### src/rtl/imem_loader_pkg.sv
// imem_loader_pkg - Imem geometry constants and header validation shared by the loader
package imem_loader_pkg;

    localparam int IMEM_SIZE       = 1024;
    localparam int IMEM_ADDR_WIDTH = 10;
    localparam int MAX_WORDS       = IMEM_SIZE / 4;

    // A header word count is usable only if it is non-zero and fits in Imem.
    function automatic logic header_ok(input logic [15:0] n);
        return (n != 16'd0) && (32'(n) <= MAX_WORDS);
    endfunction

endpackage

### src/rtl/imem_loader_word_assembler.sv
// imem_loader_word_assembler - packs four stream bytes into one big-endian 32-bit word
//
// Ports:
//   clk, rst     clock, asynchronous active-low reset
//   clear        drop any partially assembled word (new load)
//   in_valid     in_data is consumed this cycle
//   in_data      stream byte, first byte of a word lands in word[31:24]
//   word_valid   high in the cycle the fourth byte is consumed
//   word         assembled word, valid with word_valid
module word_assembler (
    input  logic        clk,
    input  logic        rst,
    input  logic        clear,
    input  logic        in_valid,
    input  logic [7:0]  in_data,
    output logic        word_valid,
    output logic [31:0] word
);

    logic [23:0] shift_q, shift_d;
    logic [1:0]  cnt_q, cnt_d;

    // The fourth byte bypasses the shift register so the word is ready on its accept edge.
    assign word_valid = in_valid && (cnt_q == 2'd3);
    assign word       = {shift_q, in_data};

    always_comb begin
        shift_d = shift_q;
        cnt_d   = cnt_q;
        if (clear) begin
            shift_d = 24'd0;
            cnt_d   = 2'd0;
        end else if (in_valid) begin
            shift_d = {shift_q[15:0], in_data};
            cnt_d   = cnt_q + 2'd1;
        end
    end

    always_ff @(posedge clk or negedge rst) begin
        if (!rst) begin
            shift_q <= 24'd0;
            cnt_q   <= 2'd0;
        end else begin
            shift_q <= shift_d;
            cnt_q   <= cnt_d;
        end
    end

endmodule

### src/rtl/imem_loader.sv
// imem_loader - boot-time framed byte stream to Imem writer with checksum gate on cpu_hold
//
// Ports:
//   clk, rst           clock, asynchronous active-low reset
//   start              one-cycle pulse, begins a load from IDLE/DONE/ERR
//   byte_valid/data    host byte stream; transfer when byte_valid & byte_ready
//   byte_ready         high while a load is consuming bytes
//   we, waddr, wdata   Imem write port, one-cycle we pulse per word
//   busy, done, err    load status (done/err sticky until next start)
//   cpu_hold           keeps the core in reset until a verified image is stored
module imem_loader
    import imem_loader_pkg::*;
(
    input  logic        clk,
    input  logic        rst,
    input  logic        start,
    input  logic        byte_valid,
    input  logic [7:0]  byte_data,
    output logic        byte_ready,
    output logic        we,
    output logic [31:0] waddr,
    output logic [31:0] wdata,
    output logic        busy,
    output logic        done,
    output logic        err,
    output logic        cpu_hold
);

    typedef enum logic [2:0] {
        S_IDLE, S_HDR_HI, S_HDR_LO, S_DATA, S_CSUM, S_DONE, S_ERR
    } state_t;

    state_t      state_q, state_d;
    logic [7:0]  hdr_hi_q, hdr_hi_d;
    logic [15:0] nwords_q, nwords_d;
    logic [15:0] widx_q, widx_d;
    logic [7:0]  csum_q, csum_d;
    logic        we_q, we_d;
    logic [31:0] waddr_q, waddr_d;
    logic [31:0] wdata_q, wdata_d;
    logic        busy_q, busy_d;
    logic        done_q, done_d;
    logic        err_q, err_d;
    logic        hold_q, hold_d;

    logic        accept;
    logic        start_ok;
    logic        word_valid;
    logic [31:0] word;

    assign byte_ready = (state_q == S_HDR_HI) || (state_q == S_HDR_LO) ||
                        (state_q == S_DATA)   || (state_q == S_CSUM);
    assign accept     = byte_valid && byte_ready;
    assign start_ok   = start && ((state_q == S_IDLE) || (state_q == S_DONE) || (state_q == S_ERR));

    word_assembler u_asm (
        .clk        (clk),
        .rst        (rst),
        .clear      (start_ok),
        .in_valid   (accept && (state_q == S_DATA)),
        .in_data    (byte_data),
        .word_valid (word_valid),
        .word       (word)
    );

    always_comb begin
        state_d  = state_q;
        hdr_hi_d = hdr_hi_q;
        nwords_d = nwords_q;
        widx_d   = widx_q;
        csum_d   = csum_q;
        we_d     = 1'b0;
        waddr_d  = waddr_q;
        wdata_d  = wdata_q;
        busy_d   = busy_q;
        done_d   = done_q;
        err_d    = err_q;
        hold_d   = hold_q;
        unique case (state_q)
            S_IDLE, S_DONE, S_ERR: begin
                if (start_ok) begin
                    state_d  = S_HDR_HI;
                    nwords_d = 16'd0;
                    widx_d   = 16'd0;
                    csum_d   = 8'd0;
                    busy_d   = 1'b1;
                    done_d   = 1'b0;
                    err_d    = 1'b0;
                    hold_d   = 1'b1;
                end
            end
            S_HDR_HI: begin
                if (accept) begin
                    hdr_hi_d = byte_data;
                    state_d  = S_HDR_LO;
                end
            end
            S_HDR_LO: begin
                if (accept) begin
                    nwords_d = {hdr_hi_q, byte_data};
                    if (header_ok({hdr_hi_q, byte_data})) begin
                        state_d = S_DATA;
                    end else begin
                        state_d = S_ERR;
                        err_d   = 1'b1;
                        busy_d  = 1'b0;
                    end
                end
            end
            S_DATA: begin
                if (accept) begin
                    csum_d = csum_q + byte_data;
                    if (word_valid) begin
                        we_d    = 1'b1;
                        wdata_d = word;
                        waddr_d = {{(32 - IMEM_ADDR_WIDTH){1'b0}},
                                   widx_q[IMEM_ADDR_WIDTH-3:0], 2'b00};
                        widx_d  = widx_q + 16'd1;
                        if (widx_q == nwords_q - 16'd1) begin
                            state_d = S_CSUM;
                        end
                    end
                end
            end
            S_CSUM: begin
                if (accept) begin
                    busy_d = 1'b0;
                    if (byte_data == csum_q) begin
                        state_d = S_DONE;
                        done_d  = 1'b1;
                        hold_d  = 1'b0;
                    end else begin
                        state_d = S_ERR;
                        err_d   = 1'b1;
                    end
                end
            end
            default: state_d = S_IDLE;
        endcase
    end

    always_ff @(posedge clk or negedge rst) begin
        if (!rst) begin
            state_q  <= S_IDLE;
            hdr_hi_q <= 8'd0;
            nwords_q <= 16'd0;
            widx_q   <= 16'd0;
            csum_q   <= 8'd0;
            we_q     <= 1'b0;
            waddr_q  <= 32'd0;
            wdata_q  <= 32'd0;
            busy_q   <= 1'b0;
            done_q   <= 1'b0;
            err_q    <= 1'b0;
            hold_q   <= 1'b1;
        end else begin
            state_q  <= state_d;
            hdr_hi_q <= hdr_hi_d;
            nwords_q <= nwords_d;
            widx_q   <= widx_d;
            csum_q   <= csum_d;
            we_q     <= we_d;
            waddr_q  <= waddr_d;
            wdata_q  <= wdata_d;
            busy_q   <= busy_d;
            done_q   <= done_d;
            err_q    <= err_d;
            hold_q   <= hold_d;
        end
    end

    assign we       = we_q;
    assign waddr    = waddr_q;
    assign wdata    = wdata_q;
    assign busy     = busy_q;
    assign done     = done_q;
    assign err      = err_q;
    assign cpu_hold = hold_q;

endmodule

### config.mk
export PLATFORM = sky130hd
export DESIGN_NAME = imem_loader
export DESIGN_NICKNAME = d
export VERILOG_FILES = /design/src/rtl/imem_loader_pkg.sv /design/src/rtl/imem_loader_word_assembler.sv /design/src/rtl/imem_loader.sv
export SDC_FILE = /design/constraint.sdc
export NUM_CORES = 1
export LEC_CHECK = 0
export CORE_UTILIZATION = 55
export DETAILED_ROUTE_END_ITERATION = 12
export PLACE_DENSITY = 0.79
export SKIP_LAST_GASP = 1
export SLEW_MARGIN = 20
export SYNTH_ARGS = -nofsm -noshare
export SYNTH_HDL_FRONTEND = slang
export SYNTH_HIERARCHICAL = 1
export SYNTH_SLANG_ARGS = --single-unit
export TNS_END_PERCENT = 1
### constraint.sdc
create_clock -name clk -period 3.5 [get_ports clk]
set_input_delay 0.525 -clock clk [delete_from_list [all_inputs] [get_ports clk]]
set_output_delay 0.525 -clock clk [all_outputs]
set_load 0.01 [all_outputs]
==> metrics, run 1 <==
status=finished clean; PortBufs=57; number of enable flip-flop cells after synthesis=0; Area Overhead vs Synth=19.1%; RR Endpoint=widx_q[9]; initial antenna violation count=0; Worst setup SP type=flip-flop; fin area=7540 µm²; Cell Pwr Density=756 nW/µm²; Worst Hold Class=primary input to async pin; post-synthesis sequential area ratio=0.482; CP arrival=3.08 ns; Pre-Repair DR Iteration Count=5; CP required=3.77 ns; drt drc=0; die footprint=~12000 µm²; synthesized flop and latch total=around 120; syn avg cell area=10.5 µm²; Vias/cell=about 5.5; met1 WL=a little under 6 mm; final net count=682; post-synth top area share=0.478; PostCTS Resize Cnt=0; CTS Buffer Depth=2; core area=11000 µm²; Layout Skew=approximately 0.0097 ns; most frequent cells in the layout=121 x dfrtp_1, 62 x nand2_1, 56 x clkdlybuf4s50_1, 53 x nor2_1, 48 x mux2_2; DR vias=4502; vias in the first global route=4571; pin count of the biggest net entering global routing=54; worst reg2reg startpoint=state_q[0]; H-tree levels=4; cell area after synthesis=6340 µm²; Pleak=3.47 nW; layout cell share with drive strength beyond 1=0.161; library cells used by synthesis=63; RePlAce Congestion=0.875; # setup viols final=0; cell taking the most area after synthesis=dfrtp_1; CTS Buf Count=17; worst hold slack=~0.13 ns; post-route ant nets=0; worst vdd ir=approximately 0.4 mV; dpl cell area=6930 µm²; Post-CTS Repair Setup Buffers=0; first-pass GRT wire length=22.3 mm; Die X=about 110 µm; number of placement rows=38; Final min period=2.81 ns; cells after synthesis=606; Avg WL per Cell=16.1 µm; placed cells=a little under 800; # clock sinks=around 120; Max Fanout on Critical Path=20; max-slew violation count=0; top_reg_cell synth=dfrtp_1; slew margin rel.=0.541; # IOs=82; cts hold-fix bufs=0; clock latency on the worst-skew pair=0.42 ns; crit path kind=flip-flop to flip-flop; DRT iter0 DRCs=slightly below 300; fin crit share=0.803; Routed WL=13.1 mm; FFs w/ async S/R, synth=1.00; Reg clk slew, reported paths=0.06 ns; commonest non-fill, non-tap cell in the layout=dfrtp_1; flop-to-flop setup slack=0.69 ns; routed wl met2=6.46 mm; RSZ-0062 raised after global routing=no; synth warn=6; Place WS=0.305 ns; GRT Overall Usage=0.245; Worst-Margin Slew=just under 0.7 ns; CTS tree=yes; Die Span Y=approximately 110 µm; Final Hold Viols=0; setup ws final=0.688 ns; Max-cap violations=0; CTS root buf=clkbuf_16; Post-Layout Cell Count=slightly above 800; Synth area leaders=dfrtp_1 48%, mux2_2 8.5%, mux2i_1 4.1%; max frequency=356 MHz; Top Layer Used=met4; setup TNS=0 ns; nature of the critical path endpoint=flip-flop; WL met3=606 µm; worst reg2reg path depth=13; # diodes=0; grt total ovfl=0; Initial Utilization=0.574; post-DP HPWL=8.87 mm
worst max path at each step:
stage	startpoint	end	slack (ns)	cells after the start
2_1_floorplan	state_q[0]	state_q[2]	0.64	14
3_3_place_gp	byte_valid	widx_q[9]	0.39	13
3_5_place_dp	byte_valid	widx_q[9]	0.30	13
4_1_cts	state_q[0]	widx_q[9]	0.69	13
5_1_grt	state_q[0]	widx_q[13]	0.35	13
6_report	state_q[0]	widx_q[9]	0.69	13
flip-flops by register name, indices dropped and copies added (netlist names), 2 cells and up:
register,count
csum_q,8
u_asm/shift_q,24
hdr_hi_q,8
wdata,32
u_asm/cnt_q,2
widx_q,16
waddr,8
state_q,3
nwords_q,16
metal layers:
| metal | vias up | global-route usage |
|---|---|---|
| met5 | - | 0 |
| met4 | 0 | 0.103 |
| met3 | 19 | 0.0628 |
| met2 | 129 | 0.401 |
| met1 | 2199 | 0.308 |
| li1 | 2155 | - |
synthesized netlist by cell type (all sizes together), types with 5 or more instances:
cell type	count
dfrtp	121
a211oi	5
a21oi	14
mux2i	26
nor3	14
xor2	19
nand3	15
nor4	11
nand2	62
inv	13
o22ai	5
nor2	54
clkbuf	17
buf	46
mux2	48
xnor2	23
nor2b	8
ha	10
o21ai	35
cell families after synthesis:
logic type | synth area share
compound gates | 0.0924
xor+xnor | 0.0581
buf+inv | 0.0737
mux | 0.126
other cells | 0.000592
simple gates | 0.144
fa+ha+maj | 0.0229
flops | 0.482
cell type report:
type	instances	area, µm²
clock inverter	14	186
sequential	122	3050
multi-input combinational	430	2910
tap	140	175
clock buffer	18	429
inverter	14	52.6
timing repair buffer	74	733
fill	821	3490
metrics by stage:
step | util | power [W]
2_1_floorplan | - | 0.00344
5_1_grt | 0.684 | 0.00607
4_1_cts | 0.684 | 0.00572
6_report | 0.684 | 0.00570
3_5_place_dp | 0.628 | 0.00388
3_3_place_gp | 0.628 | 0.00380
critical path: stages, from the launching register on:
cell     delay (ns)
dfrtp_1        0.33
buf_4          0.22
inv_1          0.11
nor3_1         0.32
nand2_1        0.13
inv_1          0.10
and2_1         0.17
and4b_1        0.19
o21ai_0        0.15
a21oi_1        0.31
and4_1         0.30
and2_1         0.16
xnor2_1        0.13
nor2_1         0.05
report_power, final:
group          internal [W]  switching, W  total, W
Clock               0.00114      0.000671   0.00181
Sequential          0.00170      0.000296   0.00200
Combinational      0.000833       0.00107   0.00190
Total               0.00367       0.00203   0.00570
(Power assumes the default switching activity.)
==> inputs of run 2 (changes only) <==
==> constraint.sdc (replaced) <==
create_clock -name clk -period 2.8 [get_ports clk]
set_input_delay 0.42 -clock clk [delete_from_list [all_inputs] [get_ports clk]]
set_output_delay 0.42 -clock clk [all_outputs]
set_load 0.01 [all_outputs]
==> run 2 against run 1 <==
- sequential share of layout area fell by 0.40 points
- via count increased by 2.8%
- sequential power is 24% higher
- flip-flop and latch count unchanged
- final cell count is 1.8% higher
- die area is the same
- power grew 23%
- cell area rose by 1.0%
- combinational power rose by 29%
- first-iteration DRC count decreased by 24%
- routed wire length rose by 5.3%
- maximum frequency up 12%
==> metrics, run 2 (synthesized netlist as in run 1, its figures left out) <==
fin util=0.691 (+0.00681); # setup viols final=0 (unchanged); pin count of the biggest net entering global routing=56 (+3.7%); Pre-Repair DR Iteration Count=4 (-1); CP required=3.08 ns (-0.69 ns); drt drc=0 (unchanged); DR vias=4628 (+2.8%); first-pass GRT wire length=23.1 mm (+3.7%); # clock sinks=122 (unchanged); PostCTS Resize Cnt=0 (unchanged); most frequent cells in the layout=121 x dfrtp_1, 62 x nand2_1, 56 x clkdlybuf4s50_1, 53 x nor2_1, 48 x mux2_2; initial antenna violation count=0 (unchanged); post-DP HPWL=9.44 mm (+6.5%); core area=11000 µm² (unchanged); crit path kind=flip-flop to flip-flop; max frequency=397 MHz (+12%); worst reg2reg startpoint=nwords_q[1]; Layout fillers=805 (-1.9%); Routed WL=13.8 mm (+5.3%); Initial Utilization=0.574 (unchanged); Max Fanout on Critical Path=6 (-70%); Layout Skew=0.00728 ns (-0.00242 ns); Reg clk slew, reported paths=0.06 ns (about the same); CTS Buffer Depth=2 (unchanged); die footprint=12000 µm² (unchanged); cts hold-fix bufs=0 (unchanged); Cell Pwr Density=924 nW/µm² (+22%); DRT iter0 DRCs=221 (-24%); setup ws final=0.282 ns (-0.406 ns); GRT Overall Usage=0.257 (+0.0122); fin crit share=0.899 (+0.0957); nature of the critical path endpoint=flip-flop; multi-input logic area=2910 µm² (unchanged); post-route ant nets=0 (unchanged); # IOs=82 (unchanged); PortBufs=57 (unchanged); worst vdd ir=0.535 mV (+34%); Final min period=2.52 ns (-0.294 ns); H-tree levels=4 (unchanged); CTS tree=yes; RePlAce Congestion=0.918 (+4.9%); layout cell share with drive strength beyond 1=0.180 (+0.0198); Worst Hold Class=primary input to async pin; vias in the first global route=4849 (+6.1%); Vias/cell=5.60 (+0.93%); fin area=7620 µm² (+1.0%); dpl cell area=7040 µm² (+1.6%); Pleak=3.53 nW (+1.6%); slew margin rel.=0.496 (-0.0443); CTS root buf=clkbuf_16; final net count=697 (+2.2%); Worst setup SP type=flip-flop; # diodes=0 (unchanged); commonest non-fill, non-tap cell in the layout=dfrtp_1; Worst Setup SP=nwords_q[1]; Max-cap violations=0 (unchanged); max-slew violation count=0 (unchanged); RSZ-0062 raised after global routing=no; CP arrival=2.79 ns (-0.29 ns); Reg area=3050 µm² (unchanged); Final Hold Viols=0 (unchanged); setup TNS=0 ns (unchanged); Die X=109 µm (unchanged); Die Span Y=109 µm (unchanged); Place WS=-0.0154 ns (-0.320 ns); number of placement rows=38 (unchanged); max reg flops=32 (unchanged); Worst-Margin Slew=0.755 ns (+0.0717 ns); clock latency on the worst-skew pair=0.42 ns (about the same); CTS Buf Count=17 (unchanged); Area Overhead vs Synth=20.2%; Avg WL per Cell=16.6 µm (+3.4%); grt total ovfl=0 (unchanged); status=finished clean; Post-CTS Repair Setup Buffers=0 (unchanged)
## run 2: cell count changes in the layout (fill, tap and decap cells not counted)
cell	change
inv_6	-2
bufinv_16	-2
clkinv_4	+2
o21ai_1	+1
clkbuf_1	-1
clkbuf_8	+1
clkinvlp_4	+1
clkinv_2	+1
buf_4	+15
o21ai_0	-1
## run 2: power by group
part           internal [W]  switching, W  leakage (nW)  total [W]
sequential          0.00213      0.000352          1.65    0.00248
clock               0.00126      0.000846         0.275    0.00211
combinational       0.00107       0.00138          1.60    0.00245
total               0.00446       0.00258          3.53    0.00704
## run 2: final timing paths
| check | slack (ns) | depth (start not counted) | to |
|---|---|---|---|
| setup / recovery | 0.28 | 8 | state_q[0] |
| hold / removal | 0.07 | 1 | busy |
| setup reg to reg | 0.28 | 8 | state_q[0] |
| hold reg to reg | 0.49 | 2 | waddr[7] |
| max in group asynchronous | 2.09 | 2 | wdata[18] |
| min in group clk | 0.49 | 2 | waddr[7] |
## run 2: layout make-up
class	count	share of cell area
well taps	140	0.0230
repair buffers	89	0.111
flip-flops and latches	122	0.401
inverters	14	0.00690
clock inverters	14	0.0182
multi-input cells	430	0.382
clock buffers	18	0.0576
## run 2: metal layers
metal	vias up	wire (µm)	GRT usage
met1	2265	5890	0.305
li1	2180	-	-
met5	-	0	0
met4	0	358	0.114
met3	38	770	0.0747
met2	145	6750	0.433
## run 2: stage by stage
step | std cells | total power, W | hold slack [ns]
after detailed placement | 795 | 0.00491 | 0.495
after CTS | 827 | 0.00707 | 0.0836
after global routing | 827 | 0.00749 | 0.121
after global placement | 795 | 0.00479 | 0.465
final | 827 | 0.00704 | 0.0669
after floorplan | 629 | 0.00431 | 0.124
## run 2: worst max-delay path: stages, from the launching register on
cell,delay [ns]
dfrtp_1,0.44
inv_1,0.09
ha_1,0.25
nor4b_1,0.38
nand4_1,0.18
o21ai_0,0.28
o2111ai_1,0.21
nor4_4,0.43
a211oi_1,0.14
==> inputs of run 3 (changes only) <==
--- a/config.mk
+++ b/config.mk
@@ -9,7 +9,6 @@
 export DETAILED_ROUTE_END_ITERATION = 12
 export PLACE_DENSITY = 0.79
 export SKIP_LAST_GASP = 1
-export SLEW_MARGIN = 20
 export SYNTH_ARGS = -nofsm -noshare
 export SYNTH_HDL_FRONTEND = slang
 export SYNTH_HIERARCHICAL = 1
==> results of run 3 <==
No change in the layout: final DEF, timing and power equal those of run 2.
